$ cat config.mk
export PLATFORM = sky130hd
export DESIGN_NAME = mdu_scheduler
export DESIGN_NICKNAME = d
export VERILOG_FILES = /design/src/rtl/mdu_pkg.sv /design/src/rtl/rr_arb2.sv /design/src/rtl/mdu_scheduler.sv
export SDC_FILE = /design/constraint.sdc
export NUM_CORES = 1
export LEC_CHECK = 0
export BUFFER_PORTS_ARGS = -buffer_cell sky130_fd_sc_hd__clkbuf_2
export CORE_MARGIN = 2
export CORE_UTILIZATION = 36
export CTS_CLUSTER_DIAMETER = 40
export DETAILED_ROUTE_END_ITERATION = 10
export PLACE_DENSITY = 0.89
export SYNTH_ARGS = -nofsm -noshare
export SYNTH_HDL_FRONTEND = slang
export SYNTH_SLANG_ARGS = --single-unit
$ cat constraint.sdc
create_clock -name clk -period 1.5 [get_ports clk]
set_input_delay 0.3 -clock clk [delete_from_list [all_inputs] [get_ports clk]]
set_output_delay 0.3 -clock clk [all_outputs]
set_load 0.03 [all_outputs]
$ cat src/rtl/mdu_pkg.sv
// mdu_pkg: op/state encodings, Q8.8 limits and Q16.16 -> Q8.8 saturation
package mdu_pkg;

   typedef enum logic {OP_MUL = 1'b0, OP_DIV = 1'b1} op_t;
   typedef enum logic [1:0] {IDLE, ISSUE, WAIT, RESP} state_t;

   localparam logic [15:0] Q88_MAX = 16'h7FFF;
   localparam logic [15:0] Q88_MIN = 16'h8000;

   // {err, data}: the Q8.8 window is bits [23:8]; anything above must be pure sign extension
   function automatic logic [16:0] sat_q1616_to_q88(input logic [31:0] v);
      logic [15:0] w_mid;
      w_mid = 16'(v >> 8);
      return (&v[31:23] || ~|v[31:23]) ? {1'b0, w_mid} : {1'b1, v[31] ? Q88_MIN : Q88_MAX};
   endfunction

endpackage

$ cat src/rtl/rr_arb2.sv
// rr_arb2: two-way round-robin picker; the requester named by rr wins when both ask
module rr_arb2 (
   input  logic [1:0] i_req,
   input  logic       i_rr,
   output logic [1:0] o_gnt
);
   assign o_gnt = i_req[i_rr]  ? (i_rr ? 2'b10 : 2'b01) :
                  i_req[!i_rr] ? (i_rr ? 2'b01 : 2'b10) : 2'b00;
endmodule

$ cat src/rtl/mdu_scheduler.sv
// mdu_scheduler: shares one multiplier and one divider between two Q8.8 requesters,
// one operation in flight, with Q8.8 <-> Q16.16 conversion and a watchdog timeout
module mdu_scheduler
   import mdu_pkg::*;
#(
   parameter int TIMEOUT  = 63,
   parameter int FBITS_IN = 8
) (
   input  logic        clk,
   input  logic        reset,
   input  logic [1:0]  req,
   input  logic [1:0]  req_op,
   input  logic [15:0] req_a0,
   input  logic [15:0] req_b0,
   input  logic [15:0] req_a1,
   input  logic [15:0] req_b1,
   output logic [1:0]  gnt,
   output logic [1:0]  rsp_valid,
   output logic [15:0] rsp_data,
   output logic        rsp_err,
   output logic        mul_stb,
   output logic [15:0] mul_a,
   output logic [15:0] mul_b,
   input  logic        mul_busy,
   input  logic        mul_done,
   input  logic [31:0] mul_p,
   output logic        div_start,
   output logic [31:0] div_a,
   output logic [31:0] div_b,
   input  logic        div_busy,
   input  logic        div_done,
   input  logic        div_valid,
   input  logic        div_dbz,
   input  logic        div_ovf,
   input  logic [31:0] div_val
);

   localparam int CW = $clog2(TIMEOUT + 1);

   state_t        r_state, w_next;
   op_t           r_op;
   logic          r_win, r_rr, r_err;
   logic [15:0]   r_a, r_b, r_data;
   logic [CW-1:0] r_cnt;
   logic [1:0]    w_arb;
   logic          w_win, w_busy, w_done, w_tmo;
   logic [16:0]   w_res;

   rr_arb2 u_arb (
      .i_req (req),
      .i_rr  (r_rr),
      .o_gnt (w_arb)
   );

   assign w_win  = w_arb[1];
   assign w_busy = (r_op == OP_MUL) ? mul_busy : div_busy;
   assign w_done = (r_op == OP_MUL) ? mul_done : div_done;
   assign w_tmo  = (r_cnt + CW'(1)) == CW'(TIMEOUT - 1);
   assign w_res  = (r_op == OP_MUL) ? sat_q1616_to_q88(mul_p) :
                   (div_dbz || div_ovf || !div_valid) ? {1'b1, 16'h0000} : sat_q1616_to_q88(div_val);

   always_ff @(posedge clk) begin
      if (reset) r_state <= IDLE;
      else       r_state <= w_next;
   end

   always_comb begin
      w_next = r_state;
      case (r_state)
         IDLE:    w_next = (|req) ? ISSUE : IDLE;
         ISSUE:   w_next = w_busy ? ISSUE : WAIT;
         WAIT:    w_next = (w_done || w_tmo) ? RESP : WAIT;
         default: w_next = IDLE;
      endcase
   end

   always_ff @(posedge clk) begin
      if (reset) begin
         r_op   <= OP_MUL;
         r_win  <= 1'b0;
         r_rr   <= 1'b0;
         r_a    <= '0;
         r_b    <= '0;
         r_data <= '0;
         r_err  <= 1'b0;
         r_cnt  <= '0;
      end else begin
         if (r_state == IDLE && |req) begin
            r_win <= w_win;
            r_op  <= op_t'(req_op[w_win]);
            r_a   <= w_win ? req_a1 : req_a0;
            r_b   <= w_win ? req_b1 : req_b0;
         end
         if (r_state == ISSUE && !w_busy) r_cnt <= '0;
         if (r_state == WAIT) begin
            r_cnt <= r_cnt + CW'(1);
            if (w_done)     {r_err, r_data} <= w_res;
            else if (w_tmo) {r_err, r_data} <= {1'b1, 16'h0000};
         end
         if (r_state == RESP) r_rr <= ~r_win;
      end
   end

   // gnt is masked during reset so a held request is first granted when reset drops
   always_comb begin
      gnt       = (r_state == IDLE && !reset) ? w_arb : 2'b00;
      rsp_valid = (r_state == RESP) ? (r_win ? 2'b10 : 2'b01) : 2'b00;
      rsp_data  = r_data;
      rsp_err   = r_err;
      mul_stb   = r_state == ISSUE && r_op == OP_MUL && !mul_busy;
      div_start = r_state == ISSUE && r_op == OP_DIV && !div_busy;
      mul_a     = r_a;
      mul_b     = r_b;
      div_a     = {{(16 - FBITS_IN){r_a[15]}}, r_a, {FBITS_IN{1'b0}}};
      div_b     = {{(16 - FBITS_IN){r_b[15]}}, r_b, {FBITS_IN{1'b0}}};
   end

endmodule

# Yosys cells after proc, flatten, opt, wreduce, memory -nomap -nowiden
# Cells that the tools add are included.
# totals
regBits	60
in_bits	141
word_cells	81
# classes
add_sub_neg	1
magnitude_cmp	3
n_eq_ne	4
mux	33
n_bitwise	2
reduce_logical	29
# ops
operator	count
2-to-1 mux 16 bit	6
2-to-1 mux 17 bit	4
AND reduction 9 bit	2
OR reduction 9 bit	2
2-to-1 mux 2 bit	8
2-to-1 mux 1 bit	12
2-to-1 mux 6 bit	2
zero test 1 bit	8
logical AND 1 bit	7
adder 6 x 1 -> 6 bit (second input constant)	1
== test 6 bit (second input constant)	1
< comparator 1 x 2 -> 1 bit (second input constant)	3
case mux 2 bit (3 select lines)	1
logical OR 1 bit	5
== test 2 bit (second input constant)	2
nonzero test 2 bit	2
== test 2 x 1 -> 1 bit (second input constant)	1
zero test 2 bit	1
inverter 1 bit	2
AND reduction 2 bit	1
OR reduction 2 bit	1

# Logic depth before layout (Yosys ltp)
# depth
depth_word	7
mapped_depth	7

# Hierarchy
# From an unflattened synthesis, not the netlist that was laid out.
# hier_totals
cells_unflattened	395
area_unflattened_um2	3357.0
# by_module_without_submodules
mod	instances	cells_per_inst	area_each_um2	seq_area_each_um2
mdu_scheduler	1	392	3338.2	1201.2
rr_arb2	1	3	18.8	0.0

# Least setup slack after synthesis
# No wires, ideal clock.
# synth_path
path_type	register -> register
startpoint	register r_state[1]
endpoint	register r_cnt[2]
setup_ps	132
arrival_time_ps	2146
required_time_ps	1368
setup_slack_ps	-778
stages_incl_launch_ff	6
path_buffers	1
cell_sequence	dfxtp_1 > buf_2 > nor4b_1 > nor3_2 > o21ai_0 > a21oi_1
# synth_via
elab_chain_cells	3
elab_cells_between_ends	5
cone_classes	2 x eq/ne; 1 x mux; 2 x reduce/logical
# synth_rtl
item	line	text
start: declaration	mdu_scheduler.sv:40	state_t r_state, w_next;
start signal: assignment	mdu_scheduler.sv:64	else r_state <= w_next;
== test 2 x 1 -> 1 bit	mdu_scheduler.sv:94	if (r_state == ISSUE && !w_busy) r_cnt <= '0;
logical AND 1 bit	mdu_scheduler.sv:94	
nonzero test 2 bit (no line)	n/a	
end signal: assignment	mdu_scheduler.sv:96	r_cnt <= r_cnt + CW'(1);
end: declaration	mdu_scheduler.sv:44	logic [CW-1:0] r_cnt;
# Parallel ways exist; a longest one is shown, timed or not.
# A chain may end at the register's enable or synchronous reset.

# Worst setup path in the final report
# layout_path
startpoint	register r_state[1]
endpoint	output div_start
# layout_via
elab_chain_cells	3
# layout_rtl
item	line	text
== test 2 x 1 -> 1 bit	mdu_scheduler.sv:111	div_start = r_state == ISSUE && r_op == OP_DIV && !div_busy;
logical AND 1 bit (2 in a row)	mdu_scheduler.sv:111	
end: declaration	mdu_scheduler.sv:27	output logic div_start,
# Every way passes these cells.

==> impl_results.md <==
* Net Sw Power at 2.387 mW
* Flip-flop and latch count after synthesis at 60
* Unique masters post-synth at 37
* Number of nets in the layout at 748
* Cell Pwr Density at 1181 nW/um2
* Final worst-path cycle share at 109.4%
* Number of port buffers at 227
* Run status: finished with violations
* Remaining DRCs at 0
* Post-Place Worst Slack at -0.2348 ns
* Cell breakdown of the critical path: buf_8 -> nor4bb_4 -> clkbuf_8
* Type of the tightest min-delay check: input pin to flop
* Pin count of the biggest net entering global routing at 36
* Syn avg cell area at 8.537 um2
* Cell count of the worst hold path at 3
* Sequential fraction of design power at 31.6%
* Total CTS buffers at 9
* Antenna Cells at 0
* Count of nets left with antenna violations after detail routing at 0
* Synthesis-to-layout area growth at 53.63%
* Cell-internal power at 3.745 mW
* Initial antenna violation count at 0
* Worst-case clock buffer depth at 2
* Net Sw Frac at 38.93%
* First-pass GRT wire length at 15.01 mm
* Arrival time of the worst setup path at 1.34 ns
* Highest clock frequency the design can meet at 609.1 MHz
* TritonCTS clock tree: yes
* Portion of total power attributed to the clock network at 24.9%
* Cell at the slowest stage of the critical path: sky130_fd_sc_hd__dfxtp_2
* Critical Path End Type: primary output
* Starting density of the core at 36.76%
* Rows at 35
* X dimension of the die at 100.9 um
* Via density at 4.918
* Aggregate global routing overflow at 0
* Transition time of the tightest slew-check pin at 0.5897 ns
* Leakage power total at 2.657 nW
* Worst setup endpoint: div_start
* Number of design-rule violations left by the first detailed-router iteration at 54
* Final weighted congestion in routability-driven placement at 0.8030
* Detailed placement HPWL at 7.304 mm
* Number of standard cells after synthesis at 396
* Total Die Area at 10180 um2
* Number of violations of the max-capacitance limit at 0
* Overall global routing resource usage at 18.63%
* Via count at 3536
* Leading cell types in the layout, fill and taps excluded: sky130_fd_sc_hd__clkbuf_2 (221), sky130_fd_sc_hd__nor2_1 (69), sky130_fd_sc_hd__dfxtp_1 (52)
* Clock-pin slew reported for the worst setup and hold paths after clock tree synthesis at 0.07 ns
* Post-Route Skew at 0.006826 ns
* Layout cell share with drive strength beyond 1 at 57.40%
* Number of warnings printed during yosys synthesis at 0
* Setup repair after global routing missed its margin: yes
* Worst Reg-to-Reg Cells at 6
* Commonest non-fill, non-tap cell in the layout: sky130_fd_sc_hd__clkbuf_2
* Clock tree root driver cell: sky130_fd_sc_hd__clkbuf_8
* Sequential cell area fraction in the yosys report at 35.53%
* Detailed-route wire length per cell at 14.59 um
* H-tree depth at 3
* Stage delay of the slowest cell on the critical path at 0.34 ns
* Critical path fanouts, max at 8
* Worst hold slack at 0.2877 ns
* Register-to-register setup slack at -0.10 ns
* Number of search-and-repair iterations in the first detailed-routing pass at 4
* Worst voltage drop across the vdd grid at 0.4667 mV
* Logic gate share of total power at 43.5%
* Clock latency on the worst-skew pair at 0.32 ns
* Post-synthesis cell area at 3381 um2
* Final Hold Viols at 0
* Type of the worst setup path: flop to primary output
* Die Height at 100.9 um
* Setup violations, final at 22
* Pins over their slew limit at 0
* Relative max-transition margin at 60.64%
* Sum of routed wire length over all layers at 10.49 mm
* Setup slack of the critical path after layout at -0.1417 ns
* Time the worst path needs with I/O delays and setup at 1.642 ns
* Crit path launch: r_state[1]
* Std-Cell Core Area at 9196 um2
* Required time of the worst setup path at 1.20 ns
* Ports placed on the boundary at 260
* Failing checks: setup timing
* Worst reg2reg startpoint: r_cnt[1]
* Clock Sink Count at 60
* Via count of the first global-routing pass at 3245
* Crit path launch type: flop
* Worst flop-to-flop path endpoint: rsp_err
==> state kept, by name, indices dropped and copies added, names as in the netlist <==
signal / count
mul_a: 16
r_rr: 1
r_win: 1
r_state: 2
mul_b: 16
rsp_err: 1
r_op: 1
rsp_data: 16
r_cnt: 6
==> what timing repair did <==
item | 4_1_cts | 5_1_grt
hold buffers | 0 | 0
buffers inserted | 11 | 9
pin swaps | 6 | 52
gates cloned | 2 | 3
gates resized for setup | 20 | 60
endpoints found under the setup margin | 23 | 70
==> final cells by class <==
class / instances / area, um2
fill: 843 / 4003
multi-input combinational: 258 / 1879
timing repair buffer: 274 / 1740
sequential: 60 / 1219
clock buffer: 13 / 178.9
tap: 111 / 138.9
clock inverter: 1 / 30.03
inverter: 2 / 7.507
==> kinds of logic after synthesis <==
| logic type | after synthesis | synth area share [%] |
|---|---|---|
| buffers and inverters | 93 | 18.50 |
| XOR/XNOR | 2 | 0.5182 |
| AND/OR/NAND/NOR | 116 | 16.06 |
| other | 1 | 0.1109 |
| multiplexers | 35 | 10.55 |
| adder cells (fa/ha/maj) | 2 | 0.7401 |
| AO/OA/AOI/OAI | 87 | 17.99 |
| flip-flops | 60 | 35.53 |
==> power groups by stage <==
stage | Combinational, mW | Sequential, mW | Clock [mW]
2_1_floorplan | 1.46 | 2.23 | 0
3_3_place_gp | 2.11 | 1.94 | 0
3_5_place_dp | 2.14 | 1.95 | 0
4_1_cts | 2.34 | 1.92 | 1.56
5_1_grt | 2.84 | 1.96 | 1.63
6_report | 2.67 | 1.94 | 1.52
==> stage by stage <==
step	util, %	setup TNS (ns)	std cells	total power [mW]	cell area, um2
after global routing	56.48	-3.048	719	6.439	5194
after CTS	52.60	-2.758	709	5.829	4837
after global placement	48.03	-2.182	682	4.049	4417
after detailed placement	48.03	-3.052	682	4.090	4417
final	56.48	-1.545	719	6.132	5194
after floorplan	-	-0.2060	411	3.692	3517
==> routing by layer <==
metal	track usage [%]	routed length (um)	vias up
met1	20.06	3921	1616
li1	-	-	1740
met2	34.31	5550	158
met4	6.965	214	0
met3	5.409	804	22
met5	0	0	-
==> Yosys cell counts <==
master	number	share of area (%)
sky130_fd_sc_hd__and4bb_2	1	0.37
sky130_fd_sc_hd__a21oi_1	13	1.9
sky130_fd_sc_hd__a22o_1	15	3.9
sky130_fd_sc_hd__and3_1	2	0.37
sky130_fd_sc_hd__nand2_1	6	0.67
sky130_fd_sc_hd__nor3_2	2	0.59
sky130_fd_sc_hd__clkbuf_1	11	1.2
sky130_fd_sc_hd__a211oi_1	34	7.5
sky130_fd_sc_hd__buf_1	1	0.11
sky130_fd_sc_hd__o22ai_1	16	3.0
sky130_fd_sc_hd__nor4_1	6	1.1
sky130_fd_sc_hd__nand3_1	1	0.15
sky130_fd_sc_hd__and3_4	1	0.33
sky130_fd_sc_hd__inv_1	2	0.22
sky130_fd_sc_hd__a221oi_1	1	0.26
sky130_fd_sc_hd__buf_4	66	15
sky130_fd_sc_hd__buf_2	11	1.6
sky130_fd_sc_hd__mux2i_1	33	9.8
sky130_fd_sc_hd__nor2b_4	1	0.41
sky130_fd_sc_hd__ha_1	2	0.74
sky130_fd_sc_hd__nor2_1	79	8.8
sky130_fd_sc_hd__mux2_2	1	0.33
sky130_fd_sc_hd__dfxtp_1	60	36
sky130_fd_sc_hd__mux2_4	1	0.44
sky130_fd_sc_hd__conb_1	1	0.11
sky130_fd_sc_hd__nor2b_1	3	0.56
sky130_fd_sc_hd__nor4bb_1	1	0.30
sky130_fd_sc_hd__a311oi_1	1	0.26
sky130_fd_sc_hd__nand3b_1	1	0.22
sky130_fd_sc_hd__nor3_1	2	0.30
sky130_fd_sc_hd__buf_6	2	0.67
sky130_fd_sc_hd__o21ai_0	6	0.89
sky130_fd_sc_hd__o31a_1	1	0.26
sky130_fd_sc_hd__nand2b_1	4	0.74
sky130_fd_sc_hd__xnor2_1	2	0.52
sky130_fd_sc_hd__nand4_1	5	0.93
sky130_fd_sc_hd__nor4b_1	1	0.26
==> critical path, delay by kind of cell, from the launching register on <==
kind	cells	cell delay, ns
flops	1	0.34
simple gates	1	0.32
buf+inv	2	0.37
==> how the worst min path moves through the flow <==
stage           startpoint     endpoint  slack (ns)
5_1_grt          req_b1[3]     mul_b[3]        0.30
3_5_place_dp   rsp_data[1]  rsp_data[1]        0.47
2_1_floorplan     r_cnt[5]     r_cnt[5]        0.44
4_1_cts         req_b1[13]    mul_b[13]        0.27
6_report        req_b1[13]    mul_b[13]        0.29
3_3_place_gp   rsp_data[5]  rsp_data[5]        0.46
(Power assumes the default switching activity.)
